$ cat config.mk
export PLATFORM = sky130hd
export DESIGN_NAME = dc_blocker_mc
export DESIGN_NICKNAME = d
export VERILOG_FILES = /design/src/rtl/dc_blocker_mc.sv
export SDC_FILE = /design/constraint.sdc
export NUM_CORES = 1
export LEC_CHECK = 0
export CAP_MARGIN = 20
export CORE_UTILIZATION = 30
export CTS_CLUSTER_SIZE = 8
export DETAILED_ROUTE_END_ITERATION = 8
export SETUP_SLACK_MARGIN = 0.3
export SYNTH_ARGS = -nofsm -noshare
export SYNTH_HDL_FRONTEND = slang
export SYNTH_SLANG_ARGS = --single-unit
export TNS_END_PERCENT = 10
$ cat constraint.sdc
create_clock -name ce_clk -period 16.4 [get_ports ce_clk]
set_input_delay 1.64 -clock ce_clk [delete_from_list [all_inputs] [get_ports ce_clk]]
set_output_delay 1.64 -clock ce_clk [all_outputs]
set_load 0.01 [all_outputs]
$ cat src/rtl/dc_blocker_mc.sv
// dc_blocker_mc: multi-channel I/Q DC blocker with AXI-stream in/out and a
// settings bus. Each channel and each component keeps a leaky accumulator
// acc; the DC estimate is acc >>> shift, and it is subtracted from every
// sample while acc integrates the residual.
//
// Ports:
//   ce_clk, ce_rst               clock, asynchronous active-high reset
//   set_stb, set_addr, set_data  settings bus (SR_BASE: shift, SR_BASE+1: ctrl)
//   i_tdata/i_tlast/i_tvalid/i_tready  input stream, I in upper half, Q in lower
//   o_tdata/o_tlast/o_tvalid/o_tready  output stream, same packing
//
// ctrl bits: [0] bypass, [1] freeze accumulators, [2] clear (pulse, not stored).
// Pipeline: stage 1 captures x/tlast/dc and updates acc; stage 2 registers the
// saturated result. Both stages advance together when the output is free.
module dc_blocker_mc #(
    parameter int unsigned WIDTH     = 16,
    parameter int unsigned NUM_CH    = 1,
    parameter int unsigned SR_BASE   = 128,
    parameter int unsigned SHIFT_RST = 4
) (
    input  logic                 ce_clk,
    input  logic                 ce_rst,
    input  logic                 set_stb,
    input  logic [7:0]           set_addr,
    input  logic [31:0]          set_data,
    input  logic [2*WIDTH-1:0]   i_tdata,
    input  logic                 i_tlast,
    input  logic                 i_tvalid,
    output logic                 i_tready,
    output logic [2*WIDTH-1:0]   o_tdata,
    output logic                 o_tlast,
    output logic                 o_tvalid,
    input  logic                 o_tready
);

    localparam int unsigned ACC_W  = WIDTH + 16;
    localparam int unsigned DIFF_W = ACC_W + 1;
    localparam int unsigned CH_W   = (NUM_CH > 1) ? $clog2(NUM_CH) : 1;
    // Accumulator storage is rounded up to a power of two so ch_q indexes it
    // without a range check; entries at or above NUM_CH are never selected.
    localparam int unsigned ACC_N  = 1 << CH_W;
    localparam logic [7:0]  ADDR_SHIFT = 8'(SR_BASE);
    localparam logic [7:0]  ADDR_CTRL  = 8'(SR_BASE + 1);

    // ------------------------------------------------------------------
    // Settings registers
    // ------------------------------------------------------------------
    logic       wr_shift_c;
    logic       wr_ctrl_c;
    logic       clear_c;
    logic [3:0] shift_q;
    logic       bypass_q;
    logic       freeze_q;
    logic       unused_set_data_c;

    assign wr_shift_c        = set_stb && (set_addr == ADDR_SHIFT);
    assign wr_ctrl_c         = set_stb && (set_addr == ADDR_CTRL);
    assign clear_c           = wr_ctrl_c && set_data[2];
    assign unused_set_data_c = ^set_data[31:4];

    // Shift of zero would make dc equal the raw accumulator; store it as 1.
    always_ff @(posedge ce_clk or posedge ce_rst) begin
        if (ce_rst) begin
            shift_q  <= 4'(SHIFT_RST);
            bypass_q <= 1'b0;
            freeze_q <= 1'b0;
        end else begin
            if (wr_shift_c) begin
                shift_q <= (set_data[3:0] == 4'd0) ? 4'd1 : set_data[3:0];
            end
            if (wr_ctrl_c) begin
                bypass_q <= set_data[0];
                freeze_q <= set_data[1];
            end
        end
    end

    // ------------------------------------------------------------------
    // Flow control
    // ------------------------------------------------------------------
    logic advance_c;
    logic accept_c;
    logic o_tvalid_q;

    assign advance_c = ~o_tvalid_q | o_tready;
    assign accept_c  = i_tvalid & advance_c;
    assign i_tready  = advance_c;

    // ------------------------------------------------------------------
    // Channel counter: wraps at NUM_CH, forced to 0 after a tlast sample
    // ------------------------------------------------------------------
    logic [CH_W-1:0] ch_q;
    logic [CH_W-1:0] ch_d;

    always_comb begin
        ch_d = ch_q;
        if (accept_c) begin
            if (i_tlast || (ch_q == CH_W'(NUM_CH - 1))) begin
                ch_d = '0;
            end else begin
                ch_d = ch_q + CH_W'(1);
            end
        end
    end

    always_ff @(posedge ce_clk or posedge ce_rst) begin
        if (ce_rst) begin
            ch_q <= '0;
        end else begin
            ch_q <= ch_d;
        end
    end

    // ------------------------------------------------------------------
    // DC estimate and accumulator update for the current channel
    // Component index 0 is I (upper half), 1 is Q (lower half).
    // ------------------------------------------------------------------
    logic signed [ACC_W-1:0] acc_q     [ACC_N][2];
    logic        [WIDTH-1:0] in_comp_c [2];
    logic signed [ACC_W-1:0] acc_sel_c [2];
    logic signed [ACC_W-1:0] x_ext_c   [2];
    logic signed [ACC_W-1:0] dc_c      [2];
    logic signed [ACC_W-1:0] acc_d     [2];

    assign in_comp_c[0] = i_tdata[2*WIDTH-1:WIDTH];
    assign in_comp_c[1] = i_tdata[WIDTH-1:0];

    always_comb begin
        for (int k = 0; k < 2; k++) begin
            acc_sel_c[k] = acc_q[ch_q][k];
            x_ext_c[k]   = {{(ACC_W-WIDTH){in_comp_c[k][WIDTH-1]}}, in_comp_c[k]};
            dc_c[k]      = acc_sel_c[k] >>> shift_q;
            acc_d[k]     = acc_sel_c[k] + x_ext_c[k] - dc_c[k];
        end
    end

    // Clear beats a same-edge sample update; freeze holds every channel.
    always_ff @(posedge ce_clk or posedge ce_rst) begin
        if (ce_rst) begin
            for (int e = 0; e < ACC_N; e++) begin
                for (int k = 0; k < 2; k++) begin
                    acc_q[e][k] <= '0;
                end
            end
        end else if (clear_c) begin
            for (int e = 0; e < ACC_N; e++) begin
                for (int k = 0; k < 2; k++) begin
                    acc_q[e][k] <= '0;
                end
            end
        end else if (accept_c && !freeze_q) begin
            for (int k = 0; k < 2; k++) begin
                acc_q[ch_q][k] <= acc_d[k];
            end
        end
    end

    // ------------------------------------------------------------------
    // Stage 1: sample, tlast, dc used for this sample, bypass at acceptance
    // ------------------------------------------------------------------
    logic                    s1_valid_q;
    logic [2*WIDTH-1:0]      s1_x_q;
    logic                    s1_last_q;
    logic                    s1_bypass_q;
    logic signed [ACC_W-1:0] s1_dc_q [2];

    always_ff @(posedge ce_clk or posedge ce_rst) begin
        if (ce_rst) begin
            s1_valid_q  <= 1'b0;
            s1_x_q      <= '0;
            s1_last_q   <= 1'b0;
            s1_bypass_q <= 1'b0;
            s1_dc_q[0]  <= '0;
            s1_dc_q[1]  <= '0;
        end else if (advance_c) begin
            s1_valid_q <= i_tvalid;
            if (i_tvalid) begin
                s1_x_q      <= i_tdata;
                s1_last_q   <= i_tlast;
                s1_bypass_q <= bypass_q;
                s1_dc_q[0]  <= dc_c[0];
                s1_dc_q[1]  <= dc_c[1];
            end
        end
    end

    // ------------------------------------------------------------------
    // Stage 2 datapath: y = x - dc with saturation to WIDTH bits
    // ------------------------------------------------------------------
    logic [WIDTH-1:0]  s1_comp_c [2];
    logic [DIFF_W-1:0] diff_c    [2];
    logic [WIDTH-1:0]  y_c       [2];

    assign s1_comp_c[0] = s1_x_q[2*WIDTH-1:WIDTH];
    assign s1_comp_c[1] = s1_x_q[WIDTH-1:0];

    // The difference fits when every bit from the WIDTH-1 sign position up
    // is identical; otherwise clamp by the true sign.
    always_comb begin
        for (int k = 0; k < 2; k++) begin
            diff_c[k] = {{(DIFF_W-WIDTH){s1_comp_c[k][WIDTH-1]}}, s1_comp_c[k]}
                      - {s1_dc_q[k][ACC_W-1], s1_dc_q[k]};
            if (s1_bypass_q) begin
                y_c[k] = s1_comp_c[k];
            end else if ((&diff_c[k][DIFF_W-1:WIDTH-1]) || (~|diff_c[k][DIFF_W-1:WIDTH-1])) begin
                y_c[k] = diff_c[k][WIDTH-1:0];
            end else if (diff_c[k][DIFF_W-1]) begin
                y_c[k] = {1'b1, {(WIDTH-1){1'b0}}};
            end else begin
                y_c[k] = {1'b0, {(WIDTH-1){1'b1}}};
            end
        end
    end

    // ------------------------------------------------------------------
    // Stage 2 registers: output holds while the downstream stalls
    // ------------------------------------------------------------------
    logic [2*WIDTH-1:0] o_tdata_q;
    logic               o_tlast_q;

    always_ff @(posedge ce_clk or posedge ce_rst) begin
        if (ce_rst) begin
            o_tvalid_q <= 1'b0;
            o_tdata_q  <= '0;
            o_tlast_q  <= 1'b0;
        end else if (advance_c) begin
            o_tvalid_q <= s1_valid_q;
            if (s1_valid_q) begin
                o_tdata_q <= {y_c[0], y_c[1]};
                o_tlast_q <= s1_last_q;
            end
        end
    end

    assign o_tvalid = o_tvalid_q;
    assign o_tdata  = o_tdata_q;
    assign o_tlast  = o_tlast_q;

endmodule

==> results by group <==
Route
  • DRT Wirelength: 60,600 um
  • First-pass DRT Iterations: 7
  • Vias: 17,900
  • Wire per inst: between 15 and 20 um
  • Initial drt markers: roughly 1,000
  • DR DRC count: 19
  • Via/cell ratio: between 5 and 6
  • Final antenna-violating net count: 0

Status
  • Failing checks: design-rule violations
  • Outcome: finished with violations

STA
  • Fin. max-slew vios: 0
  • RSZ-0062 raised after global routing: false
  • Sum Neg Setup Slack: 0 ns
  • Slew HR: 0.379
  • Max Clk Rate: ~0.15 GHz
  • Final hold vios: 0
  • Skew final: between 0.02 and 0.025 ns
  • Fin crit share: 0.412
  • Finish-stage setup viols: 0
  • Worst-Margin Slew: slightly above 0.9 ns
  • Tmin final: 6.75 ns

Finish
  • Nets: 2,759
  • Most frequent cells in the layout: dfrtp_1 (264), inv_1 (257), nor2_1 (186)
  • Util after Layout: 0.343
  • Area growth from synthesis to layout: 12.9%
  • Diode count: 0
  • Share of cells above drive strength 1: 0.0836
  • Commonest non-fill, non-tap cell in the layout: dfrtp_1

Logic synthesis
  • Seq cells post-synth: around 270
  • Post-synth EDFFs: 0
  • Netlist cell types: 82
  • Async SR Flop Fraction: 1.00
  • Sequential-to-total area share from yosys stat: 0.302
  • Syn Area/Cell: ~9.0 um^2
  • Syn Nets: around 2,700
  • Main synth FF type: dfrtp_1
  • Syn Inst Count: around 2,500
  • Mapped cell area: around 0.022 mm^2
  • Ys Warns: 0

Floorplanning
  • I/O pins: 113
  • Die ar.: 0.0752 mm^2
  • DIE HEIGHT: around 270 um
  • Core area: 0.0731 mm^2
  • Die Wd: 274 um
  • Initial Util: 0.304
  • Core Rows: between 90 and 100

Clock tree
  • Max clock buf depth: 3
  • Clk root buf: clkbuf_16
  • Post-CTS Setup Repair Bufs: 0
  • Cts repair resizes: 0
  • Htree depth: 2
  • Worst skew pair latency: about 0.57 ns
  • CTS tree: yes
  • Num CTS Buffers: 39
  • Clock slew at reported path FFs: approximately 0.06 ns
  • CTS Sinks: ~270
  • CTS Hold Bufs: 0

GRT
  • Largest net degree at the start of global routing: 94
  • Antenna violations before repair: 2
  • Vias in the first global route: around 18,000
  • GR Util All Layers: 0.163
  • Overflow after GRT: 0
  • First-pass GRT wire length: slightly below 100,000 um

Setup path
  • Critical Path AT: 7.15 ns
  • Crit end category: flip-flop
  • Worst path cell trace: buf_4 > mux2i_1 > mux2_2 > mux4_2 > mux2i_1 > fa_1 > inv_1 > ha_1 > inv_1 > o31ai_1 > a221oi_1 > a31oi_1 > a21oi_1 > o311a_1 > nor2_1 > a21oi_1 > a311oi_1 > o21ai_0
  • Crit Path Category: flip-flop to flip-flop
  • Crit path required time: 16.80 ns
  • Max stage delay on crit path: 0.80 ns
  • Buffers and inverters on the worst path: 3
  • Worst setup SP type: flip-flop
  • Crit-path max FO: just over 50
  • Kind of cell adding the most delay to the critical path: compound AO/OA/AOI/OAI gates
  • Crit path max-delay cell type: buf_4

Placement
  • GP Congestion: between 0.9 and 1
  • HPWL Detailed: 44,500 um
  • # port buffers: 84

Run
  • Max-cap viol count: 0

Hold path
  • HP Class: flip-flop to flip-flop

Power and ir drop
  • Peak supply drop: ~100 uV
  • Pwr dens: roughly 240 mW/mm^2
  • Pleak: around 11 nW
report_power, final:
part | internal (mW) | leakage, nW | switching [mW]
Sequential | 0.862 | 3.29 | 0.101
Combinational | 1.77 | 7.34 | 2.43
Clock | 0.432 | 0.512 | 0.309
Total | 3.06 | 11.1 | 2.84
cells by family after synthesis:
group,after synthesis,share of synthesized area
AOI/OAI and AO/OA,700,0.212
and+or+nand+nor,575,0.124
buffers and inverters,379,0.0646
DFF,268,0.302
muxes,255,0.131
adders and majority gates,192,0.130
xor gates and xnor gates,93,0.0370
stage by stage:
step	instance area, um^2	setup WS, ns	hold slack [ns]	total power, mW	cells
2_1_floorplan	22200	7.38	0.433	4.20	2462
3_3_place_gp	24000	9.75	0.443	5.09	3406
3_5_place_dp	24000	9.67	0.447	5.10	3406
4_1_cts	25100	9.64	0.461	5.90	3457
5_1_grt	25100	9.29	0.494	6.48	3458
6_report	25100	9.65	0.457	5.90	3458
layout make-up:
cell class                      instances  area (um^2)
Fill cell                            7535        48000
Clock buffer                           49         1020
Timing Repair Buffer                  105         1020
Multi-Input combinational cell       1815        14100
Clock inverter                          2         32.5
Sequential cell                       268         6710
Tap cell                              959         1200
Inverter                              260          983
state kept, by name, indices dropped and copies added, names as in the netlist:
register and count:
acc_q 128, bypass_q 1, ch_q 1, freeze_q 1, o_tdata 32, o_tlast 1, o_tvalid 1, s1_bypass_q 1
s1_comp_c 32, s1_dc_q 64, s1_last_q 1, s1_valid_q 1, shift_q 4
worst reg2reg max path, delay by kind of cell (launching register included):
kind                     cells  cell delay, ns
AO/OA/AOI/OAI                8            2.51
adder cells (fa/ha/maj)      2            0.67
buffers and inverters        3            0.94
flip-flops                   1            0.70
multiplexers                 4            1.53
AND/OR/NAND/NOR              1            0.22
final timing paths:
check,end,cells after the start,start,slack (ns)
max in group asynchronous,s1_dc_q[5]$_DFFE_PP0P_,4,ce_rst,12.95
min in group asynchronous,acc_q[101]$_DFFE_PP0P_,2,ce_rst,1.58
min reg2reg,o_tlast$_DFFE_PP0P_,2,s1_last_q$_DFFE_PP0P_,0.46
max reg2reg,acc_q[28]$_DFFE_PP0P_,18,ch_q$_DFFE_PP0P_,9.65
max,acc_q[28]$_DFFE_PP0P_,18,ch_q$_DFFE_PP0P_,9.65
min,o_tlast$_DFFE_PP0P_,2,s1_last_q$_DFFE_PP0P_,0.46
synthesized netlist by cell type, types with 19 or more instances:
| cell type | n | area (um^2) |
|---|---|---|
| a22o_1 | 107 | 937 |
| a21oi_1 | 169 | 846 |
| fa_1 | 64 | 1280 |
| nand2b_1 | 37 | 231 |
| ha_1 | 128 | 1600 |
| nor2_1 | 186 | 698 |
| mux2i_1 | 149 | 1490 |
| inv_1 | 258 | 968 |
| o211ai_1 | 19 | 143 |
| clkbuf_1 | 90 | 338 |
| o21a_1 | 24 | 180 |
| nand3_1 | 41 | 205 |
| dfrtp_1 | 267 | 6680 |
| mux4_2 | 20 | 450 |
| nor3_1 | 34 | 170 |
| a21o_1 | 66 | 495 |
| mux2_2 | 86 | 968 |
| xor2_1 | 30 | 263 |
| buf_1 | 24 | 90.1 |
| nand3b_1 | 22 | 165 |
| nand2_1 | 145 | 544 |
| o21ai_0 | 158 | 791 |
| xnor2_1 | 62 | 543 |
per-layer routing:
layer | vias up | part of all wire | GRT usage
met1 | 8594 | 0.48 | 0.231
met3 | 88 | 0.048 | 0.0267
li1 | 8810 | - | -
met4 | 4 | 0.028 | 0.0504
met5 | - | 0.00038 | 0
met2 | 360 | 0.44 | 0.252
Power figures use the tool's default switching activity.
